<file path="src/rtl/dmem_write_buffer.sv">
// Posted-write buffer between the core data port and the data SRAM.
// Stores drain through a req/ack FSM; loads forward from the youngest buffered entry.
module dmem_write_buffer #(
    parameter int DEPTH = 4,
    parameter int AW    = 30,
    parameter int DW    = 32
) (
    input  logic          CLK,
    input  logic          RST,
    input  logic          DREQ,
    input  logic [1:0]    DRW,
    input  logic [AW-1:0] DADDR,
    input  logic [DW-1:0] DWDATA,
    output logic [DW-1:0] DRDATA,
    output logic [AW-1:0] M_RADDR,
    input  logic [DW-1:0] M_RDATA,
    output logic          M_WREQ,
    output logic [AW-1:0] M_WADDR,
    output logic [DW-1:0] M_WDATA,
    input  logic          M_WACK,
    output logic          FULL,
    output logic          EMPTY,
    output logic          OVF
);

    localparam int PW = $clog2(DEPTH);
    localparam int CW = PW + 1;

    typedef enum logic {
        S_IDLE,
        S_ISSUE
    } state_t;

    state_t              r_state;
    logic [AW-1:0]       r_addr [DEPTH];
    logic [DW-1:0]       r_data [DEPTH];
    logic [DEPTH-1:0]    r_valid;
    logic [PW-1:0]       r_wr_ptr;
    logic [PW-1:0]       r_rd_ptr;
    logic [CW-1:0]       r_count;
    logic                r_ovf;

    logic                w_store;
    logic                w_pop;
    logic                w_push;
    logic [CW-1:0]       w_count_nxt;
    logic                w_hit;
    logic [DW-1:0]       w_fwd;
    logic [PW-1:0]       w_idx;
    logic                w_unused;

    assign w_unused    = DRW[1];
    assign w_store     = DREQ & DRW[0];
    assign w_pop       = (r_state == S_ISSUE) & M_WACK;
    // A pop on the same edge frees the slot, so a store at full still fits.
    assign w_push      = w_store & ((r_count != CW'(DEPTH)) | w_pop);
    assign w_count_nxt = r_count + CW'(w_push) - CW'(w_pop);

    always_ff @(posedge CLK) begin
        if (RST) begin
            r_state  <= S_IDLE;
            r_valid  <= '0;
            r_wr_ptr <= '0;
            r_rd_ptr <= '0;
            r_count  <= '0;
            r_ovf    <= 1'b0;
        end else begin
            if (w_pop) begin
                r_valid[r_rd_ptr] <= 1'b0;
                r_rd_ptr          <= r_rd_ptr + 1'b1;
            end
            if (w_push) begin
                r_valid[r_wr_ptr] <= 1'b1;
                r_wr_ptr          <= r_wr_ptr + 1'b1;
            end
            if (w_store && !w_push) begin
                r_ovf <= 1'b1;
            end
            r_count <= w_count_nxt;
            r_state <= (w_count_nxt != '0) ? S_ISSUE : S_IDLE;
        end
    end

    always_ff @(posedge CLK) begin
        if (w_push) begin
            r_addr[r_wr_ptr] <= DADDR;
            r_data[r_wr_ptr] <= DWDATA;
        end
    end

    // Walk oldest to youngest so the last match wins.
    always_comb begin
        w_hit = 1'b0;
        w_fwd = '0;
        w_idx = '0;
        for (int i = 0; i < DEPTH; i++) begin
            w_idx = r_rd_ptr + PW'(i);
            if (r_valid[w_idx] && (r_addr[w_idx] == DADDR)) begin
                w_hit = 1'b1;
                w_fwd = r_data[w_idx];
            end
        end
    end

    assign DRDATA  = (DREQ && !DRW[0] && w_hit) ? w_fwd : M_RDATA;
    assign M_RADDR = DADDR;
    assign M_WREQ  = (r_state == S_ISSUE);
    assign M_WADDR = r_addr[r_rd_ptr];
    assign M_WDATA = r_data[r_rd_ptr];
    assign FULL    = (r_count == CW'(DEPTH));
    assign EMPTY   = (r_count == '0) && (r_state == S_IDLE);
    assign OVF     = r_ovf;

endmodule

</file>
<file path="config.mk">
export PLATFORM = sky130hd
export DESIGN_NAME = dmem_write_buffer
export DESIGN_NICKNAME = d
export VERILOG_FILES = /design/src/rtl/dmem_write_buffer.sv
export SDC_FILE = /design/constraint.sdc
export NUM_CORES = 1
export LEC_CHECK = 0
export ABC_AREA = 1
export CORE_MARGIN = 2
export CORE_UTILIZATION = 33
export CTS_CLUSTER_DIAMETER = 40
export DETAILED_ROUTE_END_ITERATION = 10
export SLEW_MARGIN = 10
export SYNTH_ARGS = -nofsm -noshare
export SYNTH_HDL_FRONTEND = slang
export SYNTH_SLANG_ARGS = --single-unit
</file>
<file path="constraint.sdc">
create_clock -name CLK -period 4.55 [get_ports CLK]
set_clock_uncertainty 0.2 [all_clocks]
set_input_delay 0.91 -clock CLK [delete_from_list [all_inputs] [get_ports CLK]]
set_output_delay 0.91 -clock CLK [all_outputs]
set_load 0.01 [all_outputs]
</file>
# After elaboration in Yosys (flattened, before gate mapping)
# Memory sizes are Yosys's and may differ from the RTL's. A register that Yosys moved wholly into a read port is not among the register bits.
# Cells that the tools add are included.
[word_totals] reg_bits=13 ramBits=248 input_bits=100 output_inout_bits=128 elab_cells=80 mem_count=2
[mem_list] name="r_data" words=4 width=32 rd=4 rd_clocked_by_memory_dff=1 write_ports=1 line="36" text="logic [DW-1:0] r_data [DEPTH];"
[mem_list] name="r_addr" words=4 width=30 rd=4 rd_clocked_by_memory_dff=1 write_ports=1 line="35" text="logic [AW-1:0] r_addr [DEPTH];"
[op_classes] add_sub_neg=6 order_cmp=7 n_eq_ne=6 n_mux=31 bitwise_logic=8 n_reduce_logical=14
[op_table] cell="two-way mux 32 bit" n=5
[op_table] cell="equality test 30 bit" n=4
[op_table] cell="< comparator 2 x 3 -> 1 bit (second input constant)" n=5
[op_table] cell="two-way mux 1 bit" n=13
[op_table] cell="two-way mux 4 bit" n=3
[op_table] cell="logical AND 1 bit" n=10
[op_table] cell="binary-select mux 1 bit (select 2 bit)" n=4
[op_table] cell="two-way mux 2 bit" n=4
[op_table] cell="adder 2 x 1 -> 2 bit (second input constant)" n=2
[op_table] cell="adder 2 bit (second input constant)" n=2
[op_table] cell="bitwise AND 4 bit" n=1
[op_table] cell="demux 1 bit (select 2 bit)" n=2
[op_table] cell=">= comparator 2 x 1 -> 1 bit (second input constant)" n=2
[op_table] cell="inverter 4 bit" n=1
[op_table] cell="OR 4 bit" n=1
[op_table] cell="adder 3 x 1 -> 3 bit" n=1
[op_table] cell="bitwise AND 1 bit" n=3
[op_table] cell="equality test 3 bit (second input constant)" n=1
[op_table] cell="zero test 3 bit" n=1
[op_table] cell="!= test 3 bit (second input constant)" n=1
[op_table] cell="nonzero test 3 bit" n=1
[op_table] cell="subtractor 3 x 1 -> 3 bit" n=1
[op_table] cell="zero test 1 bit" n=2
[op_table] cell="inverter 1 bit" n=1
[op_table] cell="OR 1 bit" n=1

# Logic depth before layout (Yosys ltp)
[depth] ltp_word=10 ltp_mapped=25 depth_no_buf=19

# Worst setup path before layout
# Ideal clock, no wire load.
[synth_path] path_type="flip-flop to output port" start="register r_rd_ptr[0]" end="output port DRDATA[24]" arrival_time_ps=3172 required_time_ps=3440 path_slack_ps=268 stages_incl_launch_ff=24 path_buffers=6 path_cell_list="dfxtp_1 buf_6 inv_2 buf_6 buf_2 buf_1 ha_1 inv_2 clkbuf_1 nand3_1 nand3_1 nand2_1 nor2_1 nand2_1 nor2_1 nand2_1 nor2_2 nor2_1 nand2_1 nand2_2 buf_6 nor2_1 nand2_1 nand2_1"
[synth_between] elab_cells_between_ends=30 classes_between="3 x add/sub; 3 x eq/ne; 17 x mux; 5 x reduce/logical; 2 x memory"
[synth_rtl] item="start: declaration" line="39" text="logic [PW-1:0] r_rd_ptr;"
[synth_rtl] item="start signal: assignment" line="70" text="r_rd_ptr <= r_rd_ptr + 1'b1;"
[synth_rtl] item="adder 2 bit *" line="97" text="w_idx = r_rd_ptr + PW'(i);"
[synth_rtl] item="net w_idx[0]" line="49" text="logic [PW-1:0] w_idx;"
[synth_rtl] item="memory (4 x 30 bit) or binary-select mux 1 bit (select 2 bit) (tied branches)"
[synth_rtl] item="equality test 30 bit or two-way mux 1 bit (tied branches)" line="98" text="if (r_valid[w_idx] && (r_addr[w_idx] == DADDR)) begin"
[synth_rtl] item="logical AND 1 bit" line="98"
[synth_rtl] item="two-way mux 1 bit" line="98"
[synth_rtl] item="logical AND 1 bit" line="105" text="assign DRDATA = (DREQ && !DRW[0] && w_hit) ? w_fwd : M_RDATA;"
[synth_rtl] item="two-way mux 32 bit *" line="105"
[synth_rtl] item="end: declaration" line="14" text="output logic [DW-1:0] DRDATA,"
# Mark *: on every way through the listed nets, which the timed path passes. The rest lies on a longest branch. The select of a mux whose other input is x is not followed.

# Worst setup path in the final report
[layout_path] start="register r_rd_ptr[0]" end="output port DRDATA[24]"
[layout_between] elab_chain_cells=9 elab_cells_between_ends=30 classes_between="3 x add/sub; 3 x eq/ne; 17 x mux; 5 x reduce/logical; 2 x memory"
[layout_lines] item="adder 2 x 1 -> 2 bit or binary-select mux 1 bit (select 2 bit) (tied branches)" line="97, 98"
[layout_lines] item="memory (4 x 30 bit) (tied with other cells)"
[layout_lines] item="equality test 30 bit (tied with other cells)" line="98"
[layout_lines] item="logical AND 1 bit or two-way mux 1 bit (tied branches)" line="98"
[layout_lines] item="two-way mux 1 bit (3 in a row)" line="98"
[layout_lines] item="logical AND 1 bit" line="105"
[layout_lines] item="two-way mux 32 bit *" line="105"
# Mark *: on every way between the ends. The rest lies on a longest branch, timed or not. The select of a mux whose other input is x is not followed.

==> run summary <==
The flow ran to the end, but the final reports show violations. The final reports fail on setup timing. Synthesis produced a netlist with a net count of 2,839. CTS saw 263 sinks. The cell seen most often among critical-path stages was sky130_fd_sc_hd__nand2_2.

The post-synthesis instance total is 2,729. In this run the critical register-to-register path is captured at M_WREQ$_SDFF_PP0_. After the last flow step, the layout net total stands at 3,110. The chip width came out at 242 um. The vertical die dimension was 242 um; the total of max-cap violations was 0. The mean area per synthesized cell is 6.88 um^2. The clock tree root driver cell was sky130_fd_sc_hd__clkbuf_16. Counting the buffers created by CTS gives 54.

Prior to clock tree synthesis, the placed netlist has a worst setup slack of -0.430 ns. The ratio of cells with drive above 1 in the final layout was 0.140. The post-synthesis async set-or-reset flop share came out at 0.

The clock-pin slew reported for the worst setup and hold paths after clock tree synthesis was 0.05 ns; the register area was 0.00776 mm^2. The via count of the first global-routing pass is 19,800, and the DRC violation count after routing is 0. The number of endpoints with negative hold slack in the final report is 0. The tools report the number of endpoints failing setup at the final stage as 32. The worst hold margin is 0.276 ns. The final period utilization is 1.04. At the pin with the least slew margin, the transition time is 0.802 ns. The effective utilization at floorplan came out at 0.333. Yosys mapped a number of flops with a built-in enable equal to 248. The number of antenna violations at the first check in global routing was 3; the highest achievable clock rate was 212 MHz.

The synthesized netlist occupies a cell area of 0.0188 mm^2. The final route contains 20,700 vias. The type of origin of the critical path is a register. The logs give 0.413 for the sequential area share after synthesis and 0 for the number of max-slew violations in the final report. The worst hold path begins at r_valid[3]$_SDFF_PP0_.

The worst-case headroom to the max-slew limit is 0.466, and the global placement routability congestion is 0.897. 228 I/O pins were placed. The run gives 3.60 ns as the arrival time of data at the critical path endpoint.

The distinct cell type count of the synthesized netlist came out at 26. The HPWL after detailed placement is 44.2 mm. The time the final worst path needs with I/O delays and setup is 4.71 ns, and the highest fanout seen on the critical path is 6.

The first global-routing pass estimated 110 mm of wire. The library cells used most frequently in the layout, excluding fill and tap cells, are sky130_fd_sc_hd__nand2_1, sky130_fd_sc_hd__nand3_1, sky130_fd_sc_hd__edfxtp_1. The fraction of the core area covered by cells at the end of the flow came out at 0.451.

By startpoint and endpoint, the worst setup path is classified as reg2out. The startpoint identified for the worst register-to-register timing path is r_count[1]$_SDFF_PP0_. The internal reg-to-reg setup slack is 2.00 ns, and the total negative setup slack is -3.47 ns. Setup repair after global routing could not meet its margin everywhere. The cell family with the largest share of critical-path delay was simple AND/OR/NAND/NOR gates.

The region available for standard cell placement spans 0.0563 mm^2. In this run the tool buffered the top-level ports with 226 buffer cells. The run gives 3.44 ns as the endpoint required time on the critical path. The tools report the first-pass detailed-route iteration total as 6.

Leading register cell type out of synthesis: sky130_fd_sc_hd__edfxtp_1. Dividing total power by cell area gives a power density of 495 mW/mm^2. The number of vias per cell after detailed routing is 5.43. The most frequent standard cell in the layout excluding fill and tap cells is sky130_fd_sc_hd__nand2_1. In this run the remaining antenna-violating nets after routing total 0.

In this run the deepest clock path goes through 3 buffers. The run gives 3,801 as the count of non-filler cells in the finished layout. At the later pin of the worst-skew pair, clock insertion delay measures 0.60 ns.

The post-placement cell count was 3,674. The fill cell instance count of the final layout was 5,508; the largest net degree at the start of global routing was 131. The overall global routing resource usage was 0.240; the maximum vdd drop was 345 uV. TritonCTS built the clock tree. The flip-flop and latch count after synthesis works out to 263.

The worst setup path is captured at a primary output. In this run the cell area measured after placement is 0.0225 mm^2. For this run the aggregate overflow at the end of global routing stands at 0. The count of hold buffers inserted by post-cts repair is 0. Yosys printed 0 warnings. The H-tree depth reported by CTS was 2.

In this run the worst hold path is classified as reg2reg. The area of the multi-input gates was 0.00997 mm^2; the post-route standard cell area excluding fillers was 0.0254 mm^2. The cell with the biggest individual delay on the critical path was sky130_fd_sc_hd__dfxtp_4. The worst-case setup margin in the final layout came out at -0.164 ns. In this run the static leakage power is 11.2 nW. After the first detailed-routing iteration, the DRC count stood at 2,204. Dividing the detail-routed wire length by the instance count gives 19.4 um.

The die covers 0.0588 mm^2. The path with the worst hold slack has its endpoint at r_valid[3]$_SDFF_PP0_. The largest single stage delay on the critical path is 0.36 ns.

The tools report the number of standard-cell rows in the floorplan as 87. Summing internal, switching and leakage power gives 12.6 mW. The number of instances on the worst hold path was 2. For this block, the routed nets add up to 73.7 mm of wire.

For the worst flop-to-flop path, the logic depth is 12. The synthesis-to-layout area growth is 35.2%. Counting both buffers and inverters, the worst setup path holds a total of 10.
[synth_stat cells (2+ instances only)]
master / number / area (um^2)
sky130_fd_sc_hd__nor2_2: 3 / 18.8
sky130_fd_sc_hd__a21oi_1: 41 / 205
sky130_fd_sc_hd__dfxtp_1: 15 / 300
sky130_fd_sc_hd__nand3_1: 391 / 1960
sky130_fd_sc_hd__mux2i_1: 63 / 631
sky130_fd_sc_hd__buf_4: 35 / 263
sky130_fd_sc_hd__buf_2: 59 / 295
sky130_fd_sc_hd__inv_2: 5 / 18.8
sky130_fd_sc_hd__nand2_1: 1085 / 4070
sky130_fd_sc_hd__edfxtp_1: 248 / 7450
sky130_fd_sc_hd__ha_1: 9 / 113
sky130_fd_sc_hd__inv_1: 124 / 465
sky130_fd_sc_hd__nor2_1: 281 / 1050
sky130_fd_sc_hd__buf_1: 14 / 52.6
sky130_fd_sc_hd__xor2_1: 2 / 17.5
sky130_fd_sc_hd__buf_6: 11 / 124
sky130_fd_sc_hd__o22ai_1: 64 / 400
sky130_fd_sc_hd__clkbuf_1: 69 / 259
sky130_fd_sc_hd__o21ai_1: 4 / 20.0
sky130_fd_sc_hd__o21ai_0: 200 / 1000
[where the power goes]
group / leakage [nW] / switching, mW / total (mW) / internal (mW)
logic: 7.88 / 3.31 / 5.40 / 2.09
clock network: 0.971 / 1.44 / 4.30 / 2.86
registers: 2.38 / 0.0813 / 2.87 / 2.79
[per-layer routing]
layer | share of wire | vias up | GRT usage
met1 | 0.39 | 9620 | 0.295
met2 | 0.46 | 1183 | 0.390
met4 | 0.046 | 4 | 0.128
li1 | - | 9608 | -
met3 | 0.10 | 243 | 0.0533
met5 | 0.00031 | - | 0
[area by class of cell]
cell class              count  share of cell area
diodes                      1           0.0000986
clock buffers              57              0.0562
clock inverters            43              0.0218
inverters                 129              0.0198
multi-input cells        2149               0.393
flip-flops and latches    263               0.306
well taps                 756              0.0373
repair buffers            403               0.166
[registers in the layout, indices dropped and copies added, names as in the netlist, named ones only]
register	flops
r_valid	4
OVF	1
r_wr_ptr	2
r_rd_ptr	2
r_addr	120
r_count	3
M_WREQ	1
r_data	128
[kinds of logic after synthesis]
group / share of synthesized area
buffers and inverters: 0.0787
xor gates and xnor gates: 0.000934
DFF: 0.413
muxes: 0.0336
AOI/OAI and AO/OA: 0.0874
and+or+nand+nor: 0.379
adders and majority gates: 0.00707
[worst max path at each step]
stage / start / end / depth (start not counted)
global placement: DADDR[9] / DRDATA[30] / 18
global route: r_rd_ptr[0]$_SDFFE_PP0P_ / DRDATA[26] / 25
CTS: r_rd_ptr[0]$_SDFFE_PP0P_ / DRDATA[4] / 23
finish: r_rd_ptr[0]$_SDFFE_PP0P_ / DRDATA[24] / 25
floorplan: r_rd_ptr[0]$_SDFFE_PP0P_ / DRDATA[24] / 23
detailed placement: DADDR[9] / DRDATA[30] / 18
[tightest hold or removal path, delay by kind of cell, from the launching register on]
kind | cells | cell delay (ns)
simple gates | 1 | 0.06
compound gates | 1 | 0.05
flops | 1 | 0.31
[timing repair]
| action | in CTS | in global routing |
|---|---|---|
| hold endpoints to repair | 0 | 0 |
| pin swaps | 11 | 44 |
| buffers inserted | 13 | 0 |
| cloned | 11 | 3 |
| gates resized for setup | 211 | 80 |
| endpoints found under the setup margin | 32 | 32 |
Note: power is estimated with default switching activity, not from simulation.
